<file path="src/rtl/wide_addsub_seq_if.sv">
// Operand/result bundle for the byte-serial add/subtract sequencer.
// master drives the request side; slave is the sequencer itself.
interface wide_addsub_seq_if #(parameter int NBYTES = 4);
  localparam int W = 8 * NBYTES;

  logic         start;
  logic         mode;
  logic [W-1:0] a;
  logic [W-1:0] b;
  logic         busy;
  logic         done;
  logic [W-1:0] result;
  logic         cout;
  logic         ovf;
  logic         zero;

  modport master (
    output start, mode, a, b,
    input  busy, done, result, cout, ovf, zero
  );

  modport slave (
    input  start, mode, a, b,
    output busy, done, result, cout, ovf, zero
  );
endinterface

</file>
<file path="src/rtl/wide_addsub_seq.sv">
// Byte-serial W-bit add/sub on one 8-bit ripple slice; done NBYTES edges after accept, one op per NBYTES+2 cycles.
// No backpressure: start is sampled only in IDLE and dropped (not queued) while RUN/DONE.
module wide_addsub_seq #(
  parameter int NBYTES = 4
) (
  input logic             clk,
  input logic             rst_n,
  wide_addsub_seq_if.slave bus
);
  localparam int IW = (NBYTES > 1) ? $clog2(NBYTES) : 1;

  typedef enum logic [1:0] {IDLE, RUN, DONE} state_t;

  state_t                 state;
  logic [NBYTES-1:0][7:0] a_q;
  logic [NBYTES-1:0][7:0] b_q;
  logic [NBYTES-1:0][7:0] res_q;
  logic                   carry_q;
  logic [IW-1:0]          idx;
  logic                   busy_q;
  logic                   done_q;
  logic                   cout_q;
  logic                   ovf_q;
  logic                   zero_q;

  logic [7:0]             sum;
  logic                   co;
  logic                   c7;

  // Full-adder chain; also exposes the carry into bit 7 for overflow.
  function automatic logic [9:0] slice8(input logic [7:0] x, input logic [7:0] y,
                                        input logic cin);
    logic [8:0] c;
    logic [7:0] s;
    c    = '0;
    s    = '0;
    c[0] = cin;
    for (int i = 0; i < 8; i++) begin
      s[i]   = x[i] ^ y[i] ^ c[i];
      c[i+1] = (x[i] & y[i]) | (c[i] & (x[i] ^ y[i]));
    end
    return {c[7], c[8], s};
  endfunction

  assign {c7, co, sum} = slice8(a_q[idx], b_q[idx], carry_q);

  always_ff @(posedge clk or negedge rst_n) begin
    if (!rst_n) begin
      state   <= IDLE;
      a_q     <= '0;
      b_q     <= '0;
      res_q   <= '0;
      carry_q <= 1'b0;
      idx     <= '0;
      busy_q  <= 1'b0;
      done_q  <= 1'b0;
      cout_q  <= 1'b0;
      ovf_q   <= 1'b0;
      zero_q  <= 1'b0;
    end else begin
      case (state)
        IDLE: begin
          if (bus.start) begin
            // Subtract is a + ~b + 1: invert b here, seed the carry with 1.
            a_q     <= bus.a;
            b_q     <= bus.mode ? bus.b : ~bus.b;
            carry_q <= ~bus.mode;
            idx     <= '0;
            res_q   <= '0;
            cout_q  <= 1'b0;
            ovf_q   <= 1'b0;
            zero_q  <= 1'b0;
            busy_q  <= 1'b1;
            state   <= RUN;
          end
        end
        RUN: begin
          res_q[idx] <= sum;
          carry_q    <= co;
          if (idx == IW'(NBYTES - 1)) begin
            state  <= DONE;
            busy_q <= 1'b0;
            done_q <= 1'b1;
            cout_q <= co;
            ovf_q  <= c7 ^ co;
            zero_q <= ({sum, res_q[NBYTES-2:0]} == '0);
          end else begin
            idx <= idx + IW'(1);
          end
        end
        DONE: begin
          done_q <= 1'b0;
          state  <= IDLE;
        end
        default: state <= IDLE;
      endcase
    end
  end

  assign bus.busy   = busy_q;
  assign bus.done   = done_q;
  assign bus.result = res_q;
  assign bus.cout   = cout_q;
  assign bus.ovf    = ovf_q;
  assign bus.zero   = zero_q;
endmodule
</file>
<file path="src/flat_wrapper.sv">
// flat-port wrapper written by rule: the top's interface ports become plain ports
module wide_addsub_seq_flat 
#(
  parameter int NBYTES = 4
)
  (clk, rst_n, bus_start, bus_mode, bus_a, bus_b, bus_busy, bus_done, bus_result, bus_cout, bus_ovf, bus_zero);
  wide_addsub_seq_if #(.NBYTES(NBYTES)) bus_i ();
  input logic clk;
  input logic rst_n;
  input wire logic [$bits(bus_i.start)-1:0] bus_start;
  input wire logic [$bits(bus_i.mode)-1:0] bus_mode;
  input wire logic [$bits(bus_i.a)-1:0] bus_a;
  input wire logic [$bits(bus_i.b)-1:0] bus_b;
  output wire logic [$bits(bus_i.busy)-1:0] bus_busy;
  output wire logic [$bits(bus_i.done)-1:0] bus_done;
  output wire logic [$bits(bus_i.result)-1:0] bus_result;
  output wire logic [$bits(bus_i.cout)-1:0] bus_cout;
  output wire logic [$bits(bus_i.ovf)-1:0] bus_ovf;
  output wire logic [$bits(bus_i.zero)-1:0] bus_zero;
  assign bus_i.start = bus_start;
  assign bus_i.mode = bus_mode;
  assign bus_i.a = bus_a;
  assign bus_i.b = bus_b;
  assign bus_busy = bus_i.busy;
  assign bus_done = bus_i.done;
  assign bus_result = bus_i.result;
  assign bus_cout = bus_i.cout;
  assign bus_ovf = bus_i.ovf;
  assign bus_zero = bus_i.zero;
  wide_addsub_seq #(.NBYTES(NBYTES)) u_core (.clk(clk), .rst_n(rst_n), .bus(bus_i));
endmodule
</file>
<file path="config.mk">
export PLATFORM = sky130hd
export DESIGN_NAME = wide_addsub_seq_flat
export DESIGN_NICKNAME = d
export VERILOG_FILES = /design/src/rtl/wide_addsub_seq_if.sv /design/src/rtl/wide_addsub_seq.sv /design/src/flat_wrapper.sv
export SDC_FILE = /design/constraint.sdc
export NUM_CORES = 1
export LEC_CHECK = 0
export ABC_AREA = 1
export BUFFER_PORTS_ARGS = -buffer_cell sky130_fd_sc_hd__buf_2
export CORE_UTILIZATION = 59
export DETAILED_ROUTE_END_ITERATION = 10
export GPL_TIMING_DRIVEN = 0
export PLACE_DENSITY = 0.94
export SYNTH_ARGS = -nofsm -noshare
export SYNTH_HDL_FRONTEND = slang
export SYNTH_SLANG_ARGS = --single-unit
</file>
<file path="constraint.sdc">
create_clock -name clk -period 13.55 [get_ports clk]
set_input_delay 2.0325 -clock clk [delete_from_list [all_inputs] [get_ports clk]]
set_output_delay 2.0325 -clock clk [all_outputs]
set_load 0.02 [all_outputs]
</file>
==> results of run 1 <==
-- metrics by stage --
stage	setup slack [ns]	hold WS, ns
after floorplan	8.928	0.4436
after global placement	8.393	0.4536
after detailed placement	8.328	0.4572
after CTS	8.273	0.4811
after global routing	8.032	0.5067
final	8.257	0.4824
-- worst max-delay path: cells and delay by family (launching register included) --
kind	cells	cell delay [ns]
buf+inv	4	0.76
fa+ha+maj	8	3.13
flops	1	0.38
simple gates	6	0.59
compound gates	2	0.39
-- placed cells by master, fill, tap and decap left out, types with 4 or more instances in the layout --
master	synthesis	routed
dfrtp_1	106	106
clkbuf_8	0	10
clkbuf_1	8	9
xor2_1	32	32
nand2_4	4	4
a21oi_1	15	15
a32o_1	14	14
or2_1	4	4
o21ai_2	4	4
nor2_1	18	18
buf_2	17	119
nand3_1	5	5
o21ai_1	17	17
nand2_1	222	222
fa_1	8	8
inv_1	22	22
ha_1	4	4
o21ai_0	50	50
-- sequential cells by signal, indices dropped and copies added (netlist names) --
signal             count
u_core.a_q            32
u_core.b_q            32
u_core.bus.busy        1
u_core.bus.cout        1
u_core.bus.done        1
u_core.bus.ovf         1
u_core.bus.result     32
u_core.bus.zero        1
u_core.carry_q         1
u_core.idx             2
u_core.state           2
-- cell type report --
cell class,instances,area share (%)
buffer,29,2.603
clock buffer,11,2.353
clock inverter,4,0.8746
inverter,25,1.562
multi-input combinational,415,37.19
sequential,106,44.15
tap,105,2.187
timing repair buffer,104,9.080
-- cell usage after synthesis (4+ instances only) --
cell type  count  area, µm²
o21ai_1       17      85.08
clkbuf_1       8      30.03
ha_1           4      50.05
o21ai_2        4      35.03
fa_1           8      160.2
a32o_1        14      140.1
o21ai_0       50      250.2
nand2_4        4      45.04
dfrtp_1      106       2653
or2_1          4      25.02
buf_2         17      85.08
inv_1         22      82.58
nor2_1        18      67.56
a21oi_1       15      75.07
nand3_1        5      25.02
xor2_1        32      280.3
nand2_1      222      833.3
-- per-layer routing --
| metal | share of wire [%] | track usage [%] | up-vias |
|---|---|---|---|
| li1 | - | - | 2069 |
| met1 | 40 | 36.40 | 2144 |
| met2 | 50 | 51.07 | 215 |
| met3 | 7.0 | 4.864 | 36 |
| met4 | 3.0 | 13.89 | 0 |
| met5 | 0 | 0 | - |
-- worst max-delay path by stage --
stage	slack (ns)	end	start
floorplan	8.93	u_core.bus.zero	u_core.idx[0]
global placement	8.39	u_core.bus.zero	u_core.idx[0]
detailed placement	8.33	u_core.bus.zero	u_core.idx[0]
CTS	8.27	u_core.bus.zero	u_core.idx[0]
global route	8.03	u_core.bus.zero	u_core.idx[0]
finish	8.26	u_core.bus.zero	u_core.idx[0]
-- cell families (layout without fill, tap and decap cells) --
group           count (synthesis)  in the layout
flops                         106            106
xor+xnor                       32             32
simple gates                  263            263
fa+ha+maj                      12             12
compound gates                108            108
buf+inv                        54            173
-- power by group through the flow --
stage | sequential [mW] | clock, mW | combinational, mW
3_5_place_dp | 0.545 | 0 | 0.857
3_3_place_gp | 0.539 | 0 | 0.825
2_1_floorplan | 0.557 | 0 | 0.576
5_1_grt | 0.553 | 0.208 | 0.958
6_report | 0.543 | 0.196 | 0.872
4_1_cts | 0.539 | 0.196 | 0.866
==> summary.txt, run 1 <==
Min-Delay Endpoint: u_core.bus.busy
Hold-fix buffers, CTS: 0
LEAKAGE: 3.107 nW
Design area: 6008 µm²
Reg2reg end: u_core.bus.zero
Die area: 9085 µm²
Num CTS Buffers: 9
Int Pwr: 0.8656 mW
Final RePlAce weighted congestion: 0.9003
Inserted Diodes: 0
Gates resized, CTS repair: 0
Sequential share of power: 33.7%
GRT Util Overall: 29.66%
Hold Crit Class: reg -> reg
Async SR Flop Fraction: 100.0%
Post-Synthesis Cells: 575
Post-synth EDFFs: 0
Max_cap viols: 0
Fin. Hold Viols: 0
Status: complete, no violations
CP max FO: 10
Final net count: 770
CP endpoint kind: flip-flop
H-tree Lvls: 3
Layout cells sized above 1: 22.91%
Final ANT Viol Nets: 0
CTS tree: built
Crit path DAT: 5.60 ns
Max Fclk: 0.1889 GHz
Crit path launch type: flip-flop
I/O pin cnt: 105
Final setup viols: 0
GRT Residual Overflow: 0
Final wirelength: 12,550 µm
Die height: 95.32 µm
Dominant synthesized flop cell: dfrtp_1
Clock Power Share: 12.2%
Min Clock Period, post-route: 5.293 ns
Hold Path Origin: u_core.bus.busy
Multi-input logic area: 2235 µm²
Initial Util: 61.60%
Avg Inst Size Synth: 8.935 µm²
Post-Synth Simple-Gate Area: 20.85%
Reg clk slew, reported paths: 0.10 ns
Setup TNS Final: 0 ns
Slew HR: 54.68%
Logic pwr share: 54.1%
Routed WL per cell: 15.71 µm
Core ar.: 8341 µm²
DR pass1 iterations: 5
Most common cell on crit path: fa_1
P&R area growth vs syn: 16.95%
CTS Root Cell: clkbuf_8
Setup Fix Bufs, Post-CTS: 0
HPWL Detailed: 9367 µm
Critical R2R Launch: u_core.idx[0]
Initial drt markers: 301
RSZ-0062 raised after global routing: false
R2r setup slk: 8.26 ns
Pwr Density: 267.9 nW/µm²
Final core occ: 72.04%
Yosys reg bits: 106
DRC errors left: 0
Largest family of logic cells by synthesized area: simple AND/OR/NAND/NOR gates
Vias in the first global route: 4,386
Final Max Tran Viols: 0
Post-synthesis mux area share: 0%
Synth cell types: 32
Compound-cell area share of the yosys netlist: 13.10%
Netlist Area Pre-Place: 5137 µm²
Total power: 1.610 mW
Die X-Extent: 95.32 µm
R2R cell count: 20
XOR/XNOR Fraction of Synth Area: 5.455%
Seq/Total Area, Yosys: 51.63%
Period utilization: 39.07%
Syn nets: 655
Crit-path cells: buf_2 -> clkbuf_1 -> a21oi_1 -> a32o_1 -> fa_1 -> fa_1 -> fa_1 -> fa_1 -> fa_1 -> fa_1 -> inv_1 -> fa_1 -> inv_1 -> fa_1 -> nand2_1 -> nor2_1 -> nand3_1 -> nor2_1 -> nand3_1 -> nand2_1
Placed Area: 5814 µm²
Crit-path slowest cell: fa_1
Initial antenna violation count: 0
CP peak stage delay: 0.56 ns
Largest net degree at the start of global routing: 55
Fill cell total of the finished layout: 625
Least-Margin Pin Slew: 0.6799 ns
Hold Path Depth: 2
Seq. cell area: 2653 µm²
# rows: 33
Worst IR Drop VDD: 0.1670 mV
Port bufs: 103
Worst EP required: 13.86 ns
DR vias: 4,464
Layout Skew: 0.01021 ns
Switching share of power: 46.23%
Worst skew pair latency: 0.37 ns
Synth Warn #: 0
Placed insts: 784
Clock Path Buffers: 2
Crit Path Category: reg -> reg
Via density per instance: 5.587
TritonCTS sink count: 106
Sw Pwr: 0.7442 mW
Final Non-Filler Cells: 799
First-pass GRT wire length: 20,330 µm
Synth Area in Adders: 4.092%
Power figures use the tool's default switching activity.
==> inputs of run 2 (changes only) <==
--- a/config.mk
+++ b/config.mk
@@ -7,10 +7,10 @@
 export LEC_CHECK = 0
 export ABC_AREA = 1
 export BUFFER_PORTS_ARGS = -buffer_cell sky130_fd_sc_hd__buf_2
-export CORE_UTILIZATION = 59
+export CORE_UTILIZATION = 55
 export DETAILED_ROUTE_END_ITERATION = 10
 export GPL_TIMING_DRIVEN = 0
-export PLACE_DENSITY = 0.94
+export PLACE_DENSITY = 0.89
 export SYNTH_ARGS = -nofsm -noshare
 export SYNTH_HDL_FRONTEND = slang
 export SYNTH_SLANG_ARGS = --single-unit
==> constraint.sdc (replaced) <==
create_clock -name clk -period 5.5 [get_ports clk]
set_input_delay 0.825 -clock clk [delete_from_list [all_inputs] [get_ports clk]]
set_output_delay 0.825 -clock clk [all_outputs]
set_load 0.02 [all_outputs]
==> run 2 against run 1 <==
  * Global-route usage shrank 1.3 points
  * Count of clock-buffer cells in the layout is 1 lower
  * Largest power group unchanged
  * Maximum frequency rose by 1.1%
  * Via count rose by 0.25%
==> summary.txt, run 2 (same netlist as run 1, synthesis figures left out) <==
TritonCTS sink count: 106 (unchanged)
Setup Fix Bufs, Post-CTS: 0 (unchanged)
DP Worst Slack: 0.1762 ns (was 8.328 ns)
LEAKAGE: 3.144 nW (was 3.107 nW)
Core ar.: 8891 µm² (was 8341 µm²)
Port bufs: 103 (unchanged)
Fill cell total of the finished layout: 675 (was 625)
Routed WL per cell: 16.20 µm (was 15.71 µm)
Max Fclk: 0.1909 GHz (was 0.1889 GHz)
Final RePlAce weighted congestion: 0.9948 (was 0.9003)
Status: complete, no violations (unchanged)
Met1 Usage GRT: 38.24% (was 36.40%)
DR vias: 4,475 (was 4,464)
M3 GR Usage: 5.390% (was 4.864%)
Setup TNS Final: 0 ns (unchanged)
Leading cell type in the layout, fill and taps excluded: nand2_1 (unchanged)
CP max FO: 10 (unchanged)
Most frequent cells in the layout: 222 x nand2_1, 117 x buf_2, 106 x dfrtp_1 (was 222 x nand2_1, 119 x buf_2, 106 x dfrtp_1)
P&R area growth vs syn: 18.31% (was 16.95%)
CTS Root Cell: clkbuf_8 (unchanged)
Crit Path Category: reg -> reg (unchanged)
# rows: 34 (was 33)
Grt met2 use: 46.70% (was 51.07%)
Die height: 98.65 µm (was 95.32 µm)
Final net count: 770 (unchanged)
Final wirelength: 12,990 µm (was 12,550 µm)
Hold Crit Class: in -> async (was reg -> reg)
DR pass1 iterations: 5 (unchanged)
GRT Residual Overflow: 0 (unchanged)
Num CTS Buffers: 9 (unchanged)
DRC errors left: 0 (unchanged)
Slew HR: 60.81% (was 54.68%)
Most used routing layer: met2 (unchanged)
Inserted Diodes: 0 (unchanged)
Vias in the first global route: 4,454 (was 4,386)
Die area: 9731 µm² (was 9085 µm²)
Layout Skew: 0.01516 ns (was 0.01021 ns)
Max_cap viols: 0 (unchanged)
Final setup viols: 0 (unchanged)
Via density per instance: 5.580 (was 5.587)
CTS tree: built (unchanged)
Initial antenna violation count: 0 (unchanged)
GRT Util Overall: 28.36% (was 29.66%)
Clock Path Buffers: 2 (unchanged)
Largest net degree at the start of global routing: 71 (was 55)
I/O pin cnt: 105 (unchanged)
Fin. Hold Viols: 0 (unchanged)
Final ANT Viol Nets: 0 (unchanged)
Initial drt markers: 345 (was 301)
PnR worst setup slack: 0.2616 ns (was 8.257 ns)
Worst EP required: 5.82 ns (was 13.86 ns)
Crit path launch type: flip-flop (unchanged)
H-tree Lvls: 3 (unchanged)
Pwr Density: 675.5 nW/µm² (was 267.9 nW/µm²)
Die X-Extent: 98.65 µm (was 95.32 µm)
Final Max Tran Viols: 0 (unchanged)
First-pass GRT wire length: 21,420 µm (was 20,330 µm)
R2r setup slk: 0.26 ns (was 8.26 ns)
Worst skew pair latency: 0.38 ns (was 0.37 ns)
Initial Util: 57.78% (was 61.60%)
Reg clk slew, reported paths: 0.10 ns (about the same)
R2R cell count: 21 (was 20)
RSZ-0062 raised after global routing: false (unchanged)
CP endpoint kind: flip-flop (unchanged)
Layout cells sized above 1: 23.49% (was 22.91%)
Period utilization: 95.24% (was 39.07%)
HPWL Detailed: 9687 µm (was 9367 µm)
Crit path DAT: 5.55 ns (was 5.60 ns)
Least-Margin Pin Slew: 0.5878 ns (was 0.6799 ns)
Min Clock Period, post-route: 5.238 ns (was 5.293 ns)
Worst IR Drop VDD: 0.3053 mV (was 0.1670 mV)
## run 2: metal layers
layer  share of wire, %  vias up
met5                  0        -
met4                2.5        0
met3                6.9       38
met2                 48      228
met1                 43     2132
li1                   -     2077
## run 2: final cells by class
class | instances | area (µm²) | share of cell area, %
clock buffers | 10 | 137.6 | 2.264
flip-flops and latches | 106 | 2653 | 43.64
multi-input cells | 415 | 2237 | 36.81
plain buffers | 29 | 170.2 | 2.800
repair buffers | 104 | 545.5 | 8.975
inverters | 25 | 97.59 | 1.606
clock inverters | 5 | 102.6 | 1.688
well taps | 108 | 135.1 | 2.223
## run 2: critical path: stages, from the launching register on
cell and delay (ns):
dfrtp_1 0.42, buf_2 0.19, clkinvlp_4 0.15, buf_6 0.17, nand2_1 0.07, a32o_1 0.24
fa_1 0.44, fa_1 0.39, fa_1 0.40, fa_1 0.40, fa_1 0.41, fa_1 0.39
inv_1 0.08, fa_1 0.15, inv_1 0.08, fa_1 0.55, nand2_1 0.07, nor2_1 0.13
nand3_1 0.13, nor2_2 0.16, nand3_1 0.09, nand2_1 0.07
## run 2: per-stage QoR
stage	instance area (µm²)	utilization (%)	hold slack [ns]	std cells	total power, mW
global route	6078	68.36	0.4162	802	4.408
CTS	6058	68.14	0.4147	802	4.054
detailed placement	5818	65.44	0.4633	787	3.477
finish	6078	68.36	0.3899	802	4.106
global placement	5788	65.10	0.4538	786	3.365
floorplan	5137	-	0.4436	575	2.790
## run 2: worst paths after layout
path                                  from                   end
min reg2reg                u_core.bus.busy       u_core.bus.busy
max reg2reg                  u_core.idx[0]       u_core.bus.zero
min                                  rst_n  u_core.bus.result[8]
max in group asynchronous            rst_n        u_core.b_q[30]
max                          u_core.idx[0]       u_core.bus.zero
min in group clk           u_core.bus.busy       u_core.bus.busy
## run 2: report_power, final
group / internal (mW) / switching [mW] / total, mW
clock network: 0.312 / 0.264 / 0.575
registers: 1.11 / 0.230 / 1.34
logic: 0.807 / 1.38 / 2.19
## run 2: repair_timing
action | in CTS | in global routing
hold endpoints to repair | 0 | 0
hold buffers | 0 | 0
setup endpoints to repair | 0 | 1
resized for setup | 0 | 10
